===== src/rtl/spi_slave_if.sv =====
// Bus bundle for spi_slave: firmware-side TX/RX words plus the SPI pad signals.
// The o_TX_Underrun flag is present only when SPI_SLAVE_UNDERRUN_EN is defined.
interface spi_slave_if;
    logic [1:0]  i_spi_mode;
    logic [3:0]  i_data_length;
    logic [15:0] i_TX_Data;
    logic        i_TX_DV;
    logic        o_TX_Ready;
    logic        o_RX_DV;
    logic [15:0] o_RX_Data;
    logic        i_SPI_Clk;
    logic        i_SPI_CS_n;
    logic        i_SPI_MOSI;
    logic        o_SPI_MISO;
    logic        o_SPI_MISO_En;
    logic        o_dbg_state;
`ifdef SPI_SLAVE_UNDERRUN_EN
    logic        o_TX_Underrun;
`endif

    // TX handshake: i_TX_DV is a one-cycle write strobe; the word is taken only when
    // o_TX_Ready=1 in that same cycle. RX: o_RX_DV pulses for one cycle with o_RX_Data valid.
    modport slave (
        input  i_spi_mode, i_data_length, i_TX_Data, i_TX_DV,
        input  i_SPI_Clk, i_SPI_CS_n, i_SPI_MOSI,
`ifdef SPI_SLAVE_UNDERRUN_EN
        output o_TX_Underrun,
`endif
        output o_TX_Ready, o_RX_DV, o_RX_Data, o_SPI_MISO, o_SPI_MISO_En, o_dbg_state
    );

    modport master (
        output i_spi_mode, i_data_length, i_TX_Data, i_TX_DV,
        output i_SPI_Clk, i_SPI_CS_n, i_SPI_MOSI,
`ifdef SPI_SLAVE_UNDERRUN_EN
        input  o_TX_Underrun,
`endif
        input  o_TX_Ready, o_RX_DV, o_RX_Data, o_SPI_MISO, o_SPI_MISO_En, o_dbg_state
    );
endinterface


===== src/rtl/spi_slave.sv =====
// Oversampling SPI responder, modes 0-3, 4..16-bit words, single-entry TX buffer.
// Define SPI_SLAVE_UNDERRUN_EN to add the sticky o_TX_Underrun flag.
module spi_slave #(
    parameter int SYNC_STAGES = 2
) (
    input  logic        i_Clk,
    input  logic        i_Rst_L,
    spi_slave_if.slave  bus
);

    typedef enum logic {
        ST_IDLE   = 1'b0,
        ST_ACTIVE = 1'b1
    } state_t;

    state_t r_state;
    state_t w_state_next;

    logic [SYNC_STAGES-1:0] r_sclk_sync;
    logic [SYNC_STAGES-1:0] r_cs_sync;
    logic [SYNC_STAGES-1:0] r_mosi_sync;
    logic                   r_sclk_d;
    logic                   r_cs_d;

    logic        w_sclk;
    logic        w_cs;
    logic        w_mosi;
    logic        w_sclk_rise;
    logic        w_sclk_fall;
    logic        w_lead;
    logic        w_trail;
    logic        w_sample;
    logic        w_shift;
    logic        w_cs_fall;
    logic        w_cs_rise;
    logic        w_start;
    logic        w_stop;
    logic        w_word_done;
    logic        w_consume;
    logic        w_tx_accept;
    logic [15:0] w_tx_load;
    logic [15:0] w_rx_word;

    logic [1:0]  r_mode;
    logic [3:0]  r_len;
    logic [3:0]  r_rx_cnt;
    logic [3:0]  r_tx_cnt;
    logic [15:0] r_rx_shift;
    logic [15:0] r_tx_shift;
    logic [15:0] r_tx_buf;
    logic        r_tx_full;
    logic        r_rx_dv;
    logic [15:0] r_rx_data;
    logic        r_miso;
    logic        r_hold;

    // Newest sample enters bit 0; the oldest (fully synchronised) sample is the MSB.
    always_ff @(posedge i_Clk) begin
        if (!i_Rst_L) begin
            r_sclk_sync <= '0;
            r_cs_sync   <= '1;
            r_mosi_sync <= '0;
            r_sclk_d    <= 1'b0;
            r_cs_d      <= 1'b1;
        end else begin
            r_sclk_sync <= {r_sclk_sync[SYNC_STAGES-2:0], bus.i_SPI_Clk};
            r_cs_sync   <= {r_cs_sync[SYNC_STAGES-2:0], bus.i_SPI_CS_n};
            r_mosi_sync <= {r_mosi_sync[SYNC_STAGES-2:0], bus.i_SPI_MOSI};
            r_sclk_d    <= w_sclk;
            r_cs_d      <= w_cs;
        end
    end

    assign w_sclk = r_sclk_sync[SYNC_STAGES-1];
    assign w_cs   = r_cs_sync[SYNC_STAGES-1];
    assign w_mosi = r_mosi_sync[SYNC_STAGES-1];

    assign w_sclk_rise = w_sclk & ~r_sclk_d;
    assign w_sclk_fall = ~w_sclk & r_sclk_d;
    assign w_cs_fall   = r_cs_d & ~w_cs;
    assign w_cs_rise   = ~r_cs_d & w_cs;

    // Leading edge leaves the CPOL idle level; CPHA picks which edge samples.
    assign w_lead   = r_mode[1] ? w_sclk_fall : w_sclk_rise;
    assign w_trail  = r_mode[1] ? w_sclk_rise : w_sclk_fall;
    assign w_sample = (r_state == ST_ACTIVE) & (r_mode[0] ? w_trail : w_lead);
    assign w_shift  = (r_state == ST_ACTIVE) & (r_mode[0] ? w_lead : w_trail);

    always_ff @(posedge i_Clk) begin
        if (!i_Rst_L) begin
            r_state <= ST_IDLE;
        end else begin
            r_state <= w_state_next;
        end
    end

    always_comb begin
        w_state_next = r_state;
        w_start      = 1'b0;
        w_stop       = 1'b0;
        case (r_state)
            ST_IDLE: begin
                if (w_cs_fall) begin
                    w_state_next = ST_ACTIVE;
                    w_start      = 1'b1;
                end
            end
            ST_ACTIVE: begin
                if (w_cs_rise) begin
                    w_state_next = ST_IDLE;
                    w_stop       = 1'b1;
                end
            end
            default: w_state_next = ST_IDLE;
        endcase
    end

    assign w_word_done = w_sample & (r_rx_cnt == 4'd0) & ~w_stop;
    assign w_consume   = w_start | w_word_done;
    assign w_tx_accept = bus.i_TX_DV & ~r_tx_full;
    assign w_tx_load   = r_tx_full ? r_tx_buf : 16'h0000;
    assign w_rx_word   = {r_rx_shift[15:1], w_mosi};

    always_ff @(posedge i_Clk) begin
        if (!i_Rst_L) begin
            r_tx_buf  <= 16'h0000;
            r_tx_full <= 1'b0;
        end else if (w_tx_accept) begin
            r_tx_buf  <= bus.i_TX_Data;
            r_tx_full <= 1'b1;
        end else if (w_consume) begin
            r_tx_full <= 1'b0;
        end
    end

    always_ff @(posedge i_Clk) begin
        if (!i_Rst_L) begin
            r_mode     <= 2'd0;
            r_len      <= 4'd15;
            r_rx_cnt   <= 4'd15;
            r_tx_cnt   <= 4'd15;
            r_rx_shift <= 16'h0000;
            r_tx_shift <= 16'h0000;
            r_rx_dv    <= 1'b0;
            r_rx_data  <= 16'h0000;
            r_miso     <= 1'b0;
            r_hold     <= 1'b0;
        end else begin
            r_rx_dv <= 1'b0;
            if (w_start) begin
                r_mode     <= bus.i_spi_mode;
                r_len      <= bus.i_data_length;
                r_rx_cnt   <= bus.i_data_length;
                r_tx_cnt   <= bus.i_data_length;
                r_tx_shift <= w_tx_load;
                r_rx_shift <= 16'h0000;
                r_hold     <= 1'b0;
                r_miso     <= bus.i_spi_mode[0] ? 1'b0 : w_tx_load[bus.i_data_length];
            end else if (w_stop) begin
                r_miso <= 1'b0;
                r_hold <= 1'b0;
            end else if (w_sample) begin
                if (r_rx_cnt == 4'd0) begin
                    r_rx_dv    <= 1'b1;
                    r_rx_data  <= w_rx_word;
                    r_rx_cnt   <= r_len;
                    r_tx_cnt   <= r_len;
                    r_tx_shift <= w_tx_load;
                    r_rx_shift <= 16'h0000;
                    // CPHA=0: next MSB goes out now; the trailing edge that closes
                    // the finished word must then leave it in place.
                    if (!r_mode[0]) begin
                        r_miso <= w_tx_load[r_len];
                        r_hold <= 1'b1;
                    end
                end else begin
                    r_rx_shift[r_rx_cnt] <= w_mosi;
                    r_rx_cnt             <= r_rx_cnt - 4'd1;
                end
            end else if (w_shift) begin
                if (r_mode[0]) begin
                    r_miso   <= r_tx_shift[r_tx_cnt];
                    r_tx_cnt <= r_tx_cnt - 4'd1;
                end else if (r_hold) begin
                    r_hold <= 1'b0;
                end else if (r_tx_cnt != 4'd0) begin
                    r_miso   <= r_tx_shift[r_tx_cnt - 4'd1];
                    r_tx_cnt <= r_tx_cnt - 4'd1;
                end
            end
        end
    end

`ifdef SPI_SLAVE_UNDERRUN_EN
    logic r_underrun;

    always_ff @(posedge i_Clk) begin
        if (!i_Rst_L) begin
            r_underrun <= 1'b0;
        end else if (w_consume && !r_tx_full) begin
            r_underrun <= 1'b1;
        end else if (w_tx_accept) begin
            r_underrun <= 1'b0;
        end
    end

    assign bus.o_TX_Underrun = r_underrun;
`endif

    assign bus.o_TX_Ready    = ~r_tx_full;
    assign bus.o_RX_DV       = r_rx_dv;
    assign bus.o_RX_Data     = r_rx_data;
    assign bus.o_SPI_MISO    = r_miso;
    assign bus.o_SPI_MISO_En = (r_state == ST_ACTIVE);
    assign bus.o_dbg_state   = r_state;

endmodule

===== src/flat_wrapper.sv =====
// flat-port wrapper written by rule: the top's interface ports become plain ports
module spi_slave_flat 
#(
    parameter int SYNC_STAGES = 2
)
  (i_Clk, i_Rst_L, bus_i_spi_mode, bus_i_data_length, bus_i_TX_Data, bus_i_TX_DV, bus_i_SPI_Clk, bus_i_SPI_CS_n, bus_i_SPI_MOSI, bus_o_TX_Ready, bus_o_RX_DV, bus_o_RX_Data, bus_o_SPI_MISO, bus_o_SPI_MISO_En, bus_o_dbg_state);
  spi_slave_if bus_i ();
  input  logic i_Clk;
  input  logic i_Rst_L;
  input wire logic [$bits(bus_i.i_spi_mode)-1:0] bus_i_spi_mode;
  input wire logic [$bits(bus_i.i_data_length)-1:0] bus_i_data_length;
  input wire logic [$bits(bus_i.i_TX_Data)-1:0] bus_i_TX_Data;
  input wire logic [$bits(bus_i.i_TX_DV)-1:0] bus_i_TX_DV;
  input wire logic [$bits(bus_i.i_SPI_Clk)-1:0] bus_i_SPI_Clk;
  input wire logic [$bits(bus_i.i_SPI_CS_n)-1:0] bus_i_SPI_CS_n;
  input wire logic [$bits(bus_i.i_SPI_MOSI)-1:0] bus_i_SPI_MOSI;
  output wire logic [$bits(bus_i.o_TX_Ready)-1:0] bus_o_TX_Ready;
  output wire logic [$bits(bus_i.o_RX_DV)-1:0] bus_o_RX_DV;
  output wire logic [$bits(bus_i.o_RX_Data)-1:0] bus_o_RX_Data;
  output wire logic [$bits(bus_i.o_SPI_MISO)-1:0] bus_o_SPI_MISO;
  output wire logic [$bits(bus_i.o_SPI_MISO_En)-1:0] bus_o_SPI_MISO_En;
  output wire logic [$bits(bus_i.o_dbg_state)-1:0] bus_o_dbg_state;
  assign bus_i.i_spi_mode = bus_i_spi_mode;
  assign bus_i.i_data_length = bus_i_data_length;
  assign bus_i.i_TX_Data = bus_i_TX_Data;
  assign bus_i.i_TX_DV = bus_i_TX_DV;
  assign bus_i.i_SPI_Clk = bus_i_SPI_Clk;
  assign bus_i.i_SPI_CS_n = bus_i_SPI_CS_n;
  assign bus_i.i_SPI_MOSI = bus_i_SPI_MOSI;
  assign bus_o_TX_Ready = bus_i.o_TX_Ready;
  assign bus_o_RX_DV = bus_i.o_RX_DV;
  assign bus_o_RX_Data = bus_i.o_RX_Data;
  assign bus_o_SPI_MISO = bus_i.o_SPI_MISO;
  assign bus_o_SPI_MISO_En = bus_i.o_SPI_MISO_En;
  assign bus_o_dbg_state = bus_i.o_dbg_state;
  spi_slave #(.SYNC_STAGES(SYNC_STAGES)) u_core (.i_Clk(i_Clk), .i_Rst_L(i_Rst_L), .bus(bus_i));
endmodule

===== config.mk =====
export PLATFORM = sky130hd
export DESIGN_NAME = spi_slave_flat
export DESIGN_NICKNAME = d
export VERILOG_FILES = /design/src/rtl/spi_slave_if.sv /design/src/rtl/spi_slave.sv /design/src/flat_wrapper.sv
export SDC_FILE = /design/constraint.sdc
export NUM_CORES = 1
export LEC_CHECK = 0
export CAP_MARGIN = 0
export CELL_PAD_IN_SITES_DETAIL_PLACEMENT = 1
export CELL_PAD_IN_SITES_GLOBAL_PLACEMENT = 2
export CORE_MARGIN = 2
export CORE_UTILIZATION = 29
export DETAILED_ROUTE_END_ITERATION = 10
export PLACE_DENSITY = 0.81
export SKIP_CTS_REPAIR_TIMING = 1
export SLEW_MARGIN = 5
export SYNTH_ARGS = -nofsm -noshare
export SYNTH_HDL_FRONTEND = slang
export SYNTH_SLANG_ARGS = --single-unit

===== constraint.sdc =====
create_clock -name i_Clk -period 2.1 [get_ports i_Clk]
set_clock_uncertainty 0.15 [all_clocks]
set_input_delay 0.315 -clock i_Clk [delete_from_list [all_inputs] [get_ports i_Clk]]
set_output_delay 0.315 -clock i_Clk [all_outputs]
set_load 0.005 [all_outputs]

======== Word level (Yosys, flattened, before mapping) ========
Index checks and enable logic that the tools add are counted.
cells by class
  add/subtract/negate cells ............... 2
  multiply operators ...................... 0
  divide/modulo/power cells ............... 0
  magnitude comparators ................... 6
  equality and inequality tests ........... 7
  shift operators ......................... 0
  mux-type cells .......................... 57
  bitwise gates (word level) .............. 21
  reductions and logical operators ........ 21
operators by type and width
  operator             number
  $mux 16              6
  $mux 4               12
  $mux 1               32
  $lt 4x5->1 const B   5
  $bmux 1 s4           4
  $bwmux 16            1
  $reduce_bool 4->1    3
  $not 1->1            11
  $reduce_and 5->1     2
  $and 1x1->1          9
  $ne 4x4->1 const B   2
  $reduce_bool 2->1    4
  $sub 4x1->4 const B  2
  $reduce_and 3->1     2
  $ne 5x1->1 const B   1
  $reduce_bool 5->1    1
  $demux 1 s4          1
  $ge 4x1->1 const B   1
  $logic_not 4->1      1
  $ne 4x1->1 const B   1
  $reduce_and 2->1     2
  $reduce_and 4->1     1
  $reduce_or 4->1      1
  $ne 3x3->1 const B   1
  other kinds (8)      8
storage, ports and cells
  register bits ........................... 91
  bits in latches ......................... 0
  bits in writable memories ............... 0
  memory bits (read-only) ................. 0
  bits of input ports ..................... 28
  output and inout bits ................... 21
  word-level logic and storage cells ...... 132
  memories kept ........................... 0

======== Longest topological paths before layout ========
  word-level depth ........................ 10
  gate-level depth with buffers ........... 9
  depth with buffers taken out ............ 8

======== Worst setup path after synthesis ========
OpenSTA, ideal clock, no wires.
  path type ............................... register -> register
  start point ............................. register u_core.r_tx_cnt[0]
  end point ............................... register u_core.r_miso (netlist: u_core.bus.o_SPI_MISO)
  setup time .............................. 0.101 ns
  data arrival time ....................... 1.975 ns
  data required time ...................... 1.849 ns
  path slack .............................. -0.126 ns
  cell stages (with the launch flop) ...... 9
  path buffers ............................ 1
  period minus slack after synthesis ...... 2.226 ns
  cells stage by stage .................... dfxtp_1 -> buf_2 -> inv_2 -> ha_1 -> mux4_2 -> mux2i_1 -> o311ai_0 -> a31oi_1 -> o41ai_1
between the ends
  longest elaborated chain between the ends .. 10
  elaborated cells between the ends (all ways) .. 15
  classes of those cells .................. add/sub: 1; mux: 11; reduce/logical: 3
RTL lines
  element                       RTL line          text
  start, declared               spi_slave.sv:47   logic [3:0] r_tx_cnt;
  start signal, assigned        spi_slave.sv:154  r_tx_cnt <= bus.i_data_length;
  start signal, assigned        spi_slave.sv:167  r_tx_cnt <= r_len;
  start signal, assigned        spi_slave.sv:183  r_tx_cnt <= r_tx_cnt - 4'd1;
  $sub 4x1->4                   spi_slave.sv:187  r_miso <= r_tx_shift[r_tx_cnt - 4'd1];
  $bmux 1 s4                    spi_slave.sv:187
  $mux 1 (not written as such)  spi_slave.sv:187
  $mux 1                        spi_slave.sv:186  end else if (r_tx_cnt != 4'd0) begin
  $mux 1                        spi_slave.sv:184  end else if (r_hold) begin
  $mux 1                        spi_slave.sv:181  if (r_mode[0]) begin
  $mux 1                        spi_slave.sv:180  end else if (w_shift) begin
  $mux 1                        spi_slave.sv:162  end else if (w_sample) begin
  $mux 1                        spi_slave.sv:159  end else if (w_stop) begin
  $mux 1                        spi_slave.sv:150  if (w_start) begin
  end signal, assigned          spi_slave.sv:158  r_miso <= bus.i_spi_mode[0] ? 1'b0 : w_tx_load[bus.i_data_length];
  end signal, assigned          spi_slave.sv:182  r_miso <= r_tx_shift[r_tx_cnt];
  end signal, assigned          spi_slave.sv:187
  end, declared                 spi_slave.sv:54   logic r_miso;
Parallel ways exist; a longest one is shown, timed or not. The select of a mux whose other input is x is not followed.
A chain may end at the register's enable or synchronous reset.

======== Worst setup path in the final report ========
  start point ............................. register u_core.r_tx_cnt[1]
  end point ............................... register u_core.r_miso (netlist: u_core.bus.o_SPI_MISO)
Same word-level chain as after synthesis.

==> results.cfg <==
[synth]
avgSynthCellArea_um2 = 8.569
yosysSeqAreaShare = 0.4075
ys.flop_type = dfxtp_1
ys_seq_elements = 90
synth_commonest_cells = nand2_1 (111), dfxtp_1 (90), nand3_1 (35)
synth_edf_count = 0
synth_top_area_frac = 0.4075
ys_top_cells_by_area = dfxtp_1 (41%), nand2_1 (9.4%), a21boi_0 (5.3%)
synthMostInstantiatedCell = nand2_1
synth_cell_types = 54
async_reset_ff_frac = 0
synth_largest_area_cell = dfxtp_1
syn-cell-area_um2 = 4422
synth_cells = 516
yosys_warnings = 0
syn_nets = 550

[final_layout]
multiInputGateArea_um2 = 2522
fill_cells = 1750
diodes = 0
drive_gt1_frac = 0.1712
nNetsFinal = 619
seq_area_um2 = 1808
fin_cells = 778
area_delta_synth_final_pct = 29.80

[clock_tree]
numCtsBuffers = 9
clockRootBuffer = clkbuf_16
h-tree-depth = 3
cts_tree = done
cts.sinks = 90
clock_latency_ns = 0.35
clk_pin_slew_ns = 0.07
clockBufferDepth = 2

[detailed_routing]
vias = 3946
drc = 0
routed_wl_um = 12620
drtIter0Drc = 170
avgViaCountPerCell = 5.072
ant_nets = 0
drt_first_pass_iters = 4
wl_per_cell_um = 16.22

[floorplanning]
die_y_um = 127.5
die_w_um = 127.5
die_area_um2 = 16250
core_um2 = 15030
start_util = 0.2941
io_pins = 49
num_rows = 45

[sta]
fmax_mhz = 487.1
min_period_over_period = 0.9775
setup_violations = 0
timing.slew.headroom = 0.6002
final_max_slew_viol_count = 0
rsz0062_at_grt = yes
min_period_ns = 2.053
finalHoldViolCount = 0
worstMarginPinSlew_ns = 0.5988

[hold_path]
worstHoldStart = i_Rst_L
hold_path_class = in -> reg
holdPathStages = 2

[setup_path]
r2r_start = u_core.r_tx_cnt[1]
reg2reg_depth = 6
crit_arrival_ns = 2.13
critPathKind = reg -> reg
required_ns = 2.18
start_kind = flop
path_max_fanout = 9
crit_path_end_kind = flop
startpoint = u_core.r_tx_cnt[1]

[place]
place.gp.congestion = 0.8520
port_buffers = 48
placed_cells = 759
dpl.hpwl_um = 9641

[power_and_ir_drop]
leakagePower_uw = 0.002108
p_per_area_nw_per_um2 = 673.8
finalPower_uw = 3867
vdd_ir_drop_max_mv = 0.3865

[grt]
grt_pass1_wl_um = 20800
gr-total-overflow = 0
antenna_found_initial = 0
grt_max_degree = 22
first_global_vias = 4114
grt_usage = 0.1608

[outcome]
status = complete, no violations

[flow_run]
cap_violations = 0
[per-layer routing]
metal  part of all wire  vias up  global-route usage  wire length, um
met2               0.51       62              0.2859             6385
met1               0.44     1919              0.1854             5543
met4              0.019        0             0.06141              244
met5                  0        -                   0                0
met3              0.036       16             0.04062              449
li1                   -     1949                   -                -
[layout make-up]
class                   instances  share of cell area
multi-input cells             380              0.4395
flip-flops and latches         90              0.3150
repair buffers                 96              0.1467
clock buffers                  11             0.04229
well taps                     188             0.04099
clock inverters                 5            0.009374
inverters                       8            0.006104
[power breakdown]
part	internal (uW)	leakage, uW	switching, uW
clock network	951	0.000149	677
logic	215	0.00123	215
registers	1750	0.000731	57.7
total	2920	0.00211	950
[critical path, stage by stage, from the launching register on]
cell	delay, ns
dfxtp_4	0.37
buf_6	0.14
mux2_2	0.35
a221o_1	0.34
a211o_1	0.29
a31oi_1	0.20
o41ai_1	0.10
[state kept, by name (all words and copies together) (netlist names), 4 cells and up]
register and cells:
u_core.r_rx_cnt 4, u_core.r_tx_shift 16, u_core.r_rx_shift 15, u_core.r_tx_cnt 4, u_core.bus.o_RX_Data 16, u_core.r_tx_buf 16, u_core.r_len 4
[placed cells by master (no fill, tap or decap), types with 3 or more instances in the layout]
cell / count
a21oi_1: 31
a211oi_1: 3
mux4_2: 10
nor3_1: 4
dfxtp_1: 87
nand2_1: 111
inv_1: 6
a31oi_1: 3
a221o_1: 5
a21o_1: 6
ha_1: 4
clkinv_2: 3
nor2b_1: 10
mux2i_1: 14
clkdlybuf4s50_1: 46
nor2_1: 12
nand3_1: 35
buf_4: 47
nand2b_1: 7
o21ai_0: 20
a21boi_1: 19
a21boi_0: 31
o211ai_1: 6
o221ai_1: 3
clkbuf_16: 9
and2_1: 7
[path summary, 6_finish.rpt]
kind / endpoint / slack (ns)
worst min register to register: u_core.r_cs_sync[1] / 0.26
worst max register to register: u_core.bus.o_SPI_MISO / 0.05
worst min-delay path: u_core.r_tx_cnt[2] / 0.18
worst max-delay path: u_core.bus.o_SPI_MISO / 0.05
[metrics by stage]
step / hold slack, ns / cell area [um^2] / worst slack (ns) / setup TNS (ns) / utilization
2_1_floorplan: 0.2363 / 4458 / 0.008683 / 0 / -
3_3_place_gp: 0.2486 / 5326 / -0.2530 / -0.2530 / 0.3543
3_5_place_dp: 0.2471 / 5326 / -0.2794 / -0.3154 / 0.3543
4_1_cts: 0.1667 / 5623 / -0.1419 / -0.2095 / 0.3740
5_1_grt: 0.2072 / 5739 / -0.04713 / -0.04713 / 0.3818
6_report: 0.1847 / 5739 / 0.04716 / 0 / 0.3818
[cell families (layout without fill, tap and decap cells)]
kind of cell	after synthesis	count (layout)	synth area share
xor gates and xnor gates	4	4	0.009623
AOI/OAI and AO/OA	140	140	0.2148
and+or+nand+nor	202	202	0.2117
buffers and inverters	46	120	0.04640
adders and majority gates	6	6	0.01698
DFF	90	90	0.4075
muxes	28	28	0.09309
Power figures use the tool's default switching activity.
